--- src/rtl/conv_pool_pkg.sv ---
`default_nettype none
// ============================================================================
//  Module   : conv_pkg (package)
//  Purpose  : Shared types and constants for the conv_pool post-processing
//             stage (ReLU + requantisation + 2x2 max pooling).
//  Revision : 1.0  initial release
// ============================================================================
package conv_pkg;

    typedef logic signed [15:0] conv_res_t;
    typedef logic        [7:0]  pix_t;

    typedef enum logic [1:0] {
        IDLE = 2'd0,
        EVEN = 2'd1,
        ODD  = 2'd2
    } pool_state_t;

    localparam pix_t PIX_MAX = 8'hFF;

    // Larger of two unsigned pixels; on a tie either operand is the answer.
    function automatic pix_t pix_max(input pix_t a, input pix_t b);
        return (a > b) ? a : b;
    endfunction

endpackage
`default_nettype wire

--- src/rtl/conv_pool_if.sv ---
`default_nettype none
// ============================================================================
//  Module   : conv_pool_if
//  Purpose  : Result stream from the conv engine into conv_pool and the
//             pooled byte stream out of it.
//             CONV_POOL_SATCNT_EN adds the sat_count observation signal.
//  Revision : 1.0  initial release
// ============================================================================
interface conv_pool_if;
    import conv_pkg::*;

    logic      clr;
    conv_res_t conv_data;
    logic      conv_fin;
    pix_t      pool_data;
    logic      pool_valid;
    logic      frame_done;
    logic      busy;
`ifdef CONV_POOL_SATCNT_EN
    logic [15:0] sat_count;
`endif

`ifdef CONV_POOL_SATCNT_EN
    modport slave  (input  clr, conv_data, conv_fin,
                    output pool_data, pool_valid, frame_done, busy, sat_count);
    modport master (output clr, conv_data, conv_fin,
                    input  pool_data, pool_valid, frame_done, busy, sat_count);
`else
    modport slave  (input  clr, conv_data, conv_fin,
                    output pool_data, pool_valid, frame_done, busy);
    modport master (output clr, conv_data, conv_fin,
                    input  pool_data, pool_valid, frame_done, busy);
`endif

endinterface
`default_nettype wire

--- src/rtl/conv_pool_requant.sv ---
`default_nettype none
// ============================================================================
//  Module   : requant_relu
//  Purpose  : Combinational ReLU + arithmetic right shift + saturation of a
//             signed conv result to an unsigned 8-bit pixel. sat_o flags a
//             non-negative input whose shifted value exceeded the pixel range.
//  Revision : 1.0  initial release
// ============================================================================
module requant_relu
    import conv_pkg::*;
#(
    parameter int SHIFT = 4
) (
    input  conv_res_t data_i,
    output pix_t      pix_o,
    output logic      sat_o
);

    conv_res_t shifted;

    // Negative results clamp to zero; large positives clamp to PIX_MAX.
    always_comb begin
        shifted = data_i >>> SHIFT;
        pix_o   = '0;
        sat_o   = 1'b0;
        if (data_i[15]) begin
            pix_o = '0;
        end else if (shifted > $signed({8'd0, PIX_MAX})) begin
            pix_o = PIX_MAX;
            sat_o = 1'b1;
        end else begin
            pix_o = shifted[7:0];
        end
    end

endmodule
`default_nettype wire

--- src/rtl/conv_pool.sv ---
`default_nettype none
// ============================================================================
//  Module   : conv_pool
//  Purpose  : Post-processing of the 3x3 conv result stream: ReLU,
//             requantisation to 8 bit, then 2x2 stride-2 max pooling over a
//             MAP_W x MAP_H raster-ordered feature map. One pooled byte per
//             window, frame_done on the last window of a frame.
//  Options  : CONV_POOL_SATCNT_EN - per-frame count of saturated samples.
//  Revision : 1.0  initial release
// ============================================================================
module conv_pool
    import conv_pkg::*;
#(
    parameter int MAP_W = 8,
    parameter int MAP_H = 8,
    parameter int SHIFT = 4
) (
    input  logic        clk,
    input  logic        rst,
    conv_pool_if.slave  bus
);

    localparam int CW = (MAP_W > 2) ? $clog2(MAP_W) : 1;
    localparam int RW = (MAP_H > 2) ? $clog2(MAP_H) : 1;
    localparam int LD = MAP_W / 2;
    localparam int LW = (LD > 1) ? $clog2(LD) : 1;

    pool_state_t   state_q;
    logic [CW-1:0] col_q, col_d;
    logic [RW-1:0] row_q, row_d;
    pix_t          p_q;
    pix_t          line_buf_q [LD];
    pix_t          pool_data_q;
    logic          pool_valid_q;
    logic          frame_done_q;
    logic          busy_q;

    logic          accept;
    logic          last_col;
    logic          last_row;
    logic          odd_col;
    logic          odd_row;
    logic [LW-1:0] lb_idx;
    pix_t          q_pix;
    logic          q_sat;
    pix_t          pair_max;
    pix_t          win_max;

    requant_relu #(
        .SHIFT (SHIFT)
    ) u_requant (
        .data_i (bus.conv_data),
        .pix_o  (q_pix),
        .sat_o  (q_sat)
    );

    // Raster position bookkeeping and the pooling maxima for this sample.
    always_comb begin
        accept   = bus.conv_fin & ~bus.clr;
        last_col = (col_q == CW'(MAP_W - 1));
        last_row = (row_q == RW'(MAP_H - 1));
        odd_col  = col_q[0];
        odd_row  = (state_q == ODD);
        col_d    = last_col ? '0 : col_q + CW'(1);
        row_d    = row_q;
        if (last_col) begin
            row_d = last_row ? '0 : row_q + RW'(1);
        end
        lb_idx   = LW'(col_q >> 1);
        pair_max = pix_max(p_q, q_pix);
        win_max  = pix_max(pair_max, line_buf_q[lb_idx]);
    end

    // Row-parity FSM with position counters and registered pooled outputs.
    always_ff @(posedge clk or posedge rst) begin
        if (rst) begin
            state_q      <= IDLE;
            col_q        <= '0;
            row_q        <= '0;
            pool_data_q  <= '0;
            pool_valid_q <= 1'b0;
            frame_done_q <= 1'b0;
            busy_q       <= 1'b0;
        end else if (bus.clr) begin
            // Abandon the frame; a window already on the outputs has
            // been presented for its one cycle and simply retires here.
            state_q      <= IDLE;
            col_q        <= '0;
            row_q        <= '0;
            pool_valid_q <= 1'b0;
            frame_done_q <= 1'b0;
            busy_q       <= 1'b0;
        end else begin
            pool_valid_q <= 1'b0;
            frame_done_q <= 1'b0;
            if (accept) begin
                col_q  <= col_d;
                row_q  <= row_d;
                busy_q <= !(last_col && last_row);
                case (state_q)
                    IDLE:    state_q <= EVEN;
                    EVEN:    if (last_col) state_q <= ODD;
                    ODD:     if (last_col) state_q <= last_row ? IDLE : EVEN;
                    default: state_q <= IDLE;
                endcase
                if (odd_col && odd_row) begin
                    pool_valid_q <= 1'b1;
                    pool_data_q  <= win_max;
                    frame_done_q <= last_col && last_row;
                end
            end
        end
    end

    // Horizontal pair register and the even-row line buffer of pair maxima.
    always_ff @(posedge clk or posedge rst) begin
        if (rst) begin
            p_q <= '0;
            for (int i = 0; i < LD; i++) begin
                line_buf_q[i] <= '0;
            end
        end else if (accept) begin
            if (!odd_col) begin
                p_q <= q_pix;
            end else if (!odd_row) begin
                line_buf_q[lb_idx] <= pair_max;
            end
        end
    end

`ifdef CONV_POOL_SATCNT_EN
    logic [15:0] sat_count_q;

    // Saturated-sample count, restarted by the first sample of each frame.
    always_ff @(posedge clk or posedge rst) begin
        if (rst) begin
            sat_count_q <= '0;
        end else if (bus.clr) begin
            sat_count_q <= '0;
        end else if (accept) begin
            if (state_q == IDLE) begin
                sat_count_q <= {15'd0, q_sat};
            end else if (q_sat && (sat_count_q != 16'hFFFF)) begin
                sat_count_q <= sat_count_q + 16'd1;
            end
        end
    end

    assign bus.sat_count = sat_count_q;
`else
    logic sat_unused;
    assign sat_unused = q_sat;
`endif

    assign bus.pool_data  = pool_data_q;
    assign bus.pool_valid = pool_valid_q;
    assign bus.frame_done = frame_done_q;
    assign bus.busy       = busy_q;

endmodule
`default_nettype wire

--- src/flat_wrapper.sv ---
// flat-port wrapper written by rule: the top's interface ports become plain ports
module conv_pool_flat import conv_pkg::*;
#(
    parameter int MAP_W = 8,
    parameter int MAP_H = 8,
    parameter int SHIFT = 4
)
  (clk, rst, bus_clr, bus_conv_data, bus_conv_fin, bus_pool_data, bus_pool_valid, bus_frame_done, bus_busy);
  conv_pool_if bus_i ();
  input  logic clk;
  input  logic rst;
  input wire logic [$bits(bus_i.clr)-1:0] bus_clr;
  input wire logic [$bits(bus_i.conv_data)-1:0] bus_conv_data;
  input wire logic [$bits(bus_i.conv_fin)-1:0] bus_conv_fin;
  output wire logic [$bits(bus_i.pool_data)-1:0] bus_pool_data;
  output wire logic [$bits(bus_i.pool_valid)-1:0] bus_pool_valid;
  output wire logic [$bits(bus_i.frame_done)-1:0] bus_frame_done;
  output wire logic [$bits(bus_i.busy)-1:0] bus_busy;
  assign bus_i.clr = bus_clr;
  assign bus_i.conv_data = bus_conv_data;
  assign bus_i.conv_fin = bus_conv_fin;
  assign bus_pool_data = bus_i.pool_data;
  assign bus_pool_valid = bus_i.pool_valid;
  assign bus_frame_done = bus_i.frame_done;
  assign bus_busy = bus_i.busy;
  conv_pool #(.MAP_W(MAP_W), .MAP_H(MAP_H), .SHIFT(SHIFT)) u_core (.clk(clk), .rst(rst), .bus(bus_i));
endmodule
--- config.mk ---
export PLATFORM = sky130hd
export DESIGN_NAME = conv_pool_flat
export DESIGN_NICKNAME = d
export VERILOG_FILES = /design/src/rtl/conv_pool_pkg.sv /design/src/rtl/conv_pool_if.sv /design/src/rtl/conv_pool_requant.sv /design/src/rtl/conv_pool.sv /design/src/flat_wrapper.sv
export SDC_FILE = /design/constraint.sdc
export NUM_CORES = 1
export LEC_CHECK = 0
export ABC_AREA = 1
export BUFFER_PORTS_ARGS = -buffer_cell sky130_fd_sc_hd__buf_2
export CORE_ASPECT_RATIO = 0.7
export CORE_UTILIZATION = 42
export DETAILED_ROUTE_END_ITERATION = 12
export PLACE_DENSITY_LB_ADDON = 0.05
export SLEW_MARGIN = 5
export SYNTH_ARGS = -nofsm -noshare
export SYNTH_HDL_FRONTEND = slang
export SYNTH_SLANG_ARGS = --single-unit
--- constraint.sdc ---
create_clock -name clk -period 3.2 [get_ports clk]
set_input_delay 0.32 -clock clk [delete_from_list [all_inputs] [get_ports clk]]
set_output_delay 0.32 -clock clk [all_outputs]
set_load 0.005 [all_outputs]
==> results.tsv, run 1 <==
metric	value	unit
Slew @ Worst Pin	0.8678	ns
nets	512	
status	finished, final reports clean	
total track usage	20.37	%
Starting Density	43.78	%
endpoints failing setup	0	
Crit Path Class	register to register	
Final Hold Fails	0	
layout cells sized above 1	18.45	%
Longest Clk Path Bufs	2	
Slew Limit Fails	0	
Netlist cell types	25	
Avg Cell Area, Syn	7.791	um^2
number of DRC markers in iteration 0	94	
Seq cells post-synth	59	
Fillers	721	
worst hold path type	input pin to register	
core area	7385	um^2
antenna-violating nets left	0	
Via Count	2765	
GRT overflow	0	
critical path fanouts, max	9	
count of max-cap constraint violations	0	
final critical-path required period	2.857	ns
Clock Sinks	59	
Final Cycle Share	89.28	%
Slew HR	41.94	%
CP startpoint kind	register	
CTS tree	yes	
mapped cell area	3233	um^2
Pwr Total	2.526	mW
post-synthesis sequential area ratio	45.67	%
CP required	3.43	ns
die height	75.41	um
synth warn	0	
number of global-route vias before repair	2601	
clk_skew	0.007518	ns
synthesis-to-layout area growth	19.00	%
Die X-Extent	106.9	um
largest net degree at the start of global routing	25	
FMAX	0.3500	GHz
ANT cells	0	
clk slew on worst S/H paths	0.06	ns
post-synthesis cell count	415	
io pins	31	
gp weighted congestion	0.8276	
first-pass GRT wire length	12450	um
Syn Nets	455	
die area	8058	um^2
Worst-Skew Late Latency	0.34	ns
worst-case vdd ir drop	0.0004605	V
CTS buffer count	9	
CP Capture Type	register	
worst path arrival time	3.09	ns
final WL	7251	um
Power Dens Cells	656.7	nW/um^2
initial antenna violation count	0	
placed wire-length estimate	5572	um
Vias/cell	4.809	
root buf cell	clkbuf_8	
Leak	2.001	nW
row cnt	26	
RSZ-0062 raised after global routing	no	
detailed-route DRC error count	0	
H-Tree Level Count	3	
Hold Slack	0.2495	ns
1st-pass router iterations	4	
Port Buffer Count	26	
Avg WL per Cell	12.61	um
fin util	52.10	%
-- layout by cell type, fill, tap and decap left out, drive strengths merged --
cell type	count
nand2	137
inv	60
dfrtp	59
buf	51
o21ai	45
nand3	23
nor2	23
ha	20
a21oi	17
clkbuf	14
o22ai	9
o21a	7
nand4	3
a21o	2
clkinv	2
nor3	1
a31oi	1
o31ai	1
o211ai	1
dlygate4sd3	1
-- Yosys cell counts --
library cell	number	area, um^2
a21o_1	2	15.01
a21oi_1	16	80.08
a21oi_2	1	8.760
a31oi_1	1	6.260
buf_2	5	25.02
clkbuf_1	1	3.750
dfrtp_1	59	1476
ha_1	20	250.2
inv_1	56	210.2
inv_2	4	15.01
nand2_1	128	480.5
nand2_2	9	56.30
nand3_1	22	110.1
nand3_2	1	10.01
nand4_1	2	12.51
nand4_2	1	12.51
nor2_1	19	71.32
nor2_2	3	18.77
nor2_4	1	11.26
nor3_2	1	10.01
o211ai_1	1	7.510
o21a_1	7	52.55
o21ai_0	45	225.2
o22ai_1	9	56.30
o31ai_1	1	7.510
-- sequential cells by signal (all words and copies together), names as in the netlist --
name                   flops
u_core.bus.busy            1
u_core.bus.frame_done      1
u_core.bus.pool_data       8
u_core.bus.pool_valid      1
u_core.col_q               3
u_core.line_buf_q         32
u_core.p_q                 8
u_core.row_q               3
u_core.state_q             2
-- cell families after synthesis --
kind of cell | share of synthesized area [%]
flip-flops | 45.67
adder cells (fa/ha/maj) | 7.740
AND/OR/NAND/NOR | 24.54
buffers and inverters | 7.856
AO/OA/AOI/OAI | 14.20
-- metal layers --
metal  vias to the layer above  global-route usage, %  part of all wire, %
met2                        51                  31.25                   42
met1                      1250                  28.27                   53
met5                         -                      0                    0
li1                       1460                      -                    -
met4                         0                  5.632                 0.47
met3                         4                  6.074                  4.5
-- critical path, cell delays in order, from the launching register on --
cell and delay, ns:
dfrtp_1 0.41, ha_1 0.30, nand2_1 0.09, nor2_2 0.16, nand4_2 0.28, nand2_4 0.23
nand2_1 0.10, nand2_2 0.08, ha_1 0.24, a21o_1 0.18, nor2_1 0.12, nand2_1 0.07
nand2_1 0.09, buf_4 0.17, a21oi_1 0.07, nand2_1 0.10, nand2_1 0.05
-- timing repair --
| item | 4_1_cts | 5_1_grt |
|---|---|---|
| endpoints found under the hold margin | 19 | 0 |
| endpoints found under the setup margin | 0 | 8 |
| buffers inserted | 0 | 0 |
| hold buffers | 1 | 0 |
| resized for setup | 0 | 11 |
-- path summary, 6_finish.rpt --
| path | start | endpoint | slack [ns] | cells after the start |
|---|---|---|---|---|
| max in group asynchronous | rst | u_core.line_buf_q[17] | 1.99 | 4 |
| max | u_core.p_q[7] | u_core.bus.pool_data[6] | 0.34 | 16 |
| max reg2reg | u_core.p_q[7] | u_core.bus.pool_data[6] | 0.34 | 16 |
| min reg2reg | u_core.line_buf_q[28] | u_core.line_buf_q[28] | 0.48 | 2 |
| min | bus_clr | u_core.state_q[1] | 0.25 | 2 |
| min in group asynchronous | rst | u_core.row_q[0] | 0.53 | 3 |
-- stage by stage --
stage | std cells | setup WS (ns) | cell area [um^2] | setup TNS (ns)
final | 575 | 0.3430 | 3847 | 0
after global routing | 575 | 0.03136 | 3847 | 0
after CTS | 575 | 0.1759 | 3840 | 0
after detailed placement | 558 | -0.1797 | 3657 | -1.244
after global placement | 558 | -0.07362 | 3657 | -0.3990
after floorplan | 415 | 0.2690 | 3233 | 0
-- power breakdown --
group	internal, mW	switching, mW
logic	0.389	0.544
clock network	0.322	0.286
registers	0.904	0.0814
total	1.61	0.912
-- area by class of cell --
type / count / area, um^2 / area share, %
clock buffers: 14 / 162.7 / 4.228
clock inverters: 2 / 10.01 / 0.2602
inverters: 60 / 225.2 / 5.854
multi-input cells: 290 / 1510 / 39.25
flip-flops and latches: 59 / 1476 / 38.37
well taps: 98 / 122.6 / 3.187
repair buffers: 52 / 340.3 / 8.846
Power figures use the tool's default switching activity.
==> run 2: changes to the inputs <==
CORE_UTILIZATION = 43   (was 42)
==> results.tsv, run 2 (synthesis gave the netlist of run 1 again) <==
metric	value	unit	change
GRT overflow	0		unchanged
first-pass GRT wire length	11850	um	-4.8%
Fillers	700		-2.9%
row cnt	26		unchanged
Leak	2.009	nW	+0.40%
status	finished, final reports clean		
CTS tree	yes		
final critical-path required period	2.804	ns	-0.05326 ns
synthesis-to-layout area growth	20.16	%	
cell with the largest stage delay on the worst path	ha_1		
reg2reg start	u_core.p_q[3]		
Port Buffer Count	26		unchanged
largest net degree at the start of global routing	25		unchanged
Die X-Extent	105.6	um	-1.1%
Final Cycle Share	87.62	%	-1.7 points
root buf cell	clkbuf_8		
Psw	0.9287	mW	+1.8%
detailed-route DRC error count	0		unchanged
nets	510		-0.39%
Final Hold Fails	0		unchanged
Flop pwr share	37.5	%	-1.5 points
HP Start	bus_clr		
worst reg-to-reg path cell count	20		+4
Slew HR	39.76	%	-2.2 points
core area	7287	um^2	-1.3%
critical path fanouts, max	10		+1
count of max-cap constraint violations	0		unchanged
clk_skew	0.005214	ns	-0.002303 ns
layout cells sized above 1	19.37	%	+0.92 points
Crit Path Class	input pin to register		
endpoints failing setup	0		unchanged
gp weighted congestion	0.7924		-4.3%
Comb power frac	34.9	%	-2.0 points
total track usage	19.96	%	-0.41 points
most frequent cells in the layout	127 x nand2_1, 59 x dfrtp_1, 54 x inv_1		
placed wire-length estimate	5425	um	-2.6%
worst hold path type	input pin to register		
Longest Clk Path Bufs	2		unchanged
Hold EP	u_core.state_q[1]		
most common cell after layout, fill and taps aside	nand2_1		
pre-CTS setup slack	-0.1430	ns	+0.03677 ns
Worst path max stage delay	0.33	ns	-0.08 ns
Slew @ Worst Pin	0.9003	ns	+0.03250 ns
reg2reg setup slack	0.45	ns	+0.11 ns
worst path arrival time	3.05	ns	-0.04 ns
H-Tree Level Count	3		unchanged
Via Count	2780		+0.54%
final WL	7091	um	-2.2%
setup TNS	0	ns	unchanged
crit-path cells	buf_2, inv_1, o21ai_1, ha_1, nand2_1, nor2_2, nand2_1, nand2_4, nand2_4, nand2_1, nand2_2, ha_1, a21oi_1, nor2_1, nor2_1, nand2_1, nand2_1, buf_4, a21oi_1, nand2_1, nand2_1		
Power Internal	1.697	mW	+5.1%
Power Dens Cells	675.9	nW/um^2	+2.9%
most used cell, CP	nand2_1		
die area	7875	um^2	-2.3%
initial antenna violation count	0		unchanged
die height	74.55	um	-1.1%
number of DRC markers in iteration 0	74		-21%
io pins	31		unchanged
Avg WL per Cell	12.38	um	-1.9%
worst-case vdd ir drop	0.0003877	V	-16%
switching share of power	35.37	%	-0.72 points
clk slew on worst S/H paths	0.06	ns	about the same
Worst-Skew Late Latency	0.35	ns	about the same
antenna-violating nets left	0		unchanged
ANT cells	0		unchanged
Clock Sinks	59		unchanged
number of global-route vias before repair	2544		-2.2%
Slew Limit Fails	0		unchanged
Vias/cell	4.852		+0.89%
Starting Density	44.37	%	+0.59 points
CP startpoint kind	input pin		
Hold Crit Depth	2		unchanged
Clock Power Share	27.6	%	+3.5 points
CP required	3.44	ns	about the same
1st-pass router iterations	4		unchanged
CTS buffer count	9		unchanged
CP Capture Type	register		
Final Cell Area	3885	um^2	+0.98%
reg2reg end	u_core.bus.pool_data[6]		
FMAX	0.3567	GHz	+1.9%
final worst slack	0.3963	ns	+0.05326 ns
max FFs per register	32		unchanged
placed cell areas	3630	um^2	-0.75%
Most flops, register	u_core.line_buf_q		
[run 2: changes by cell type in the layout (fill, tap and decap cells not counted), sizes merged]
cell	delta
buf	-2
bufinv	+1
clkbuf	-2
clkinvlp	+1
[run 2: stage by stage]
stage          cells  util, %  power [mW]  hold slack [ns]
2_1_floorplan    415        -       1.592           0.4195
3_3_place_gp     556    49.81       1.877           0.3523
3_5_place_dp     556    49.81       1.900           0.3583
4_1_cts          573    52.87       2.642           0.2002
5_1_grt          573    53.31       2.836           0.2140
6_report         573    53.31       2.626           0.2137
[run 2: critical path: cells and delay by family]
kind | cells | cell delay (ns)
adder cells (fa/ha/maj) | 2 | 0.64
AO/OA/AOI/OAI | 3 | 0.36
buffers and inverters | 3 | 0.47
AND/OR/NAND/NOR | 13 | 1.23
[run 2: repair_timing]
item                       in CTS  in global routing
hold endpoints to repair       20                  0
setup endpoints to repair       0                  8
resized for setup               0                 15
buffers inserted                0                  0
hold buffers                    1                  0
[run 2: layer usage]
| metal | GRT usage (%) | vias to the layer above | share of wire [%] |
|---|---|---|---|
| met1 | 26.99 | 1292 | 53 |
| met3 | 6.310 | 10 | 3.2 |
| met5 | 0 | - | 0 |
| met4 | 6.636 | 0 | 1.4 |
| met2 | 30.72 | 27 | 43 |
| li1 | - | 1451 | - |
[run 2: area by class of cell]
class / count / area [um^2] / area share, %
clock inverters: 4 / 47.55 / 1.224
well taps: 98 / 122.6 / 3.156
repair buffers: 50 / 312.8 / 8.052
clock buffers: 12 / 165.2 / 4.251
flip-flops and latches: 59 / 1476 / 38.00
multi-input cells: 290 / 1535 / 39.52
inverters: 60 / 225.2 / 5.797
[run 2: worst max-delay path by stage]
| stage | start | endpoint | slack [ns] | cells past startpoint |
|---|---|---|---|---|
| 2_1_floorplan | bus_conv_data[14] | u_core.bus.pool_data[0] | 0.27 | 19 |
| 3_3_place_gp | bus_conv_data[14] | u_core.bus.pool_data[6] | -0.11 | 20 |
| 3_5_place_dp | bus_conv_data[14] | u_core.bus.pool_data[6] | -0.14 | 26 |
| 4_1_cts | bus_conv_data[14] | u_core.bus.pool_data[6] | 0.22 | 26 |
| 5_1_grt | bus_conv_data[14] | u_core.bus.pool_data[6] | -0.0007 | 22 |
| 6_report | bus_conv_data[15] | u_core.bus.pool_data[6] | 0.40 | 21 |
[run 2: power by group through the flow]
stage	sequential, mW	combinational [mW]	clock (mW)
after floorplan	0.984	0.608	0
after global placement	0.995	0.883	0
after detailed placement	0.999	0.901	0
after CTS	0.986	0.908	0.748
after global routing	1.00	1.07	0.768
final	0.985	0.916	0.724
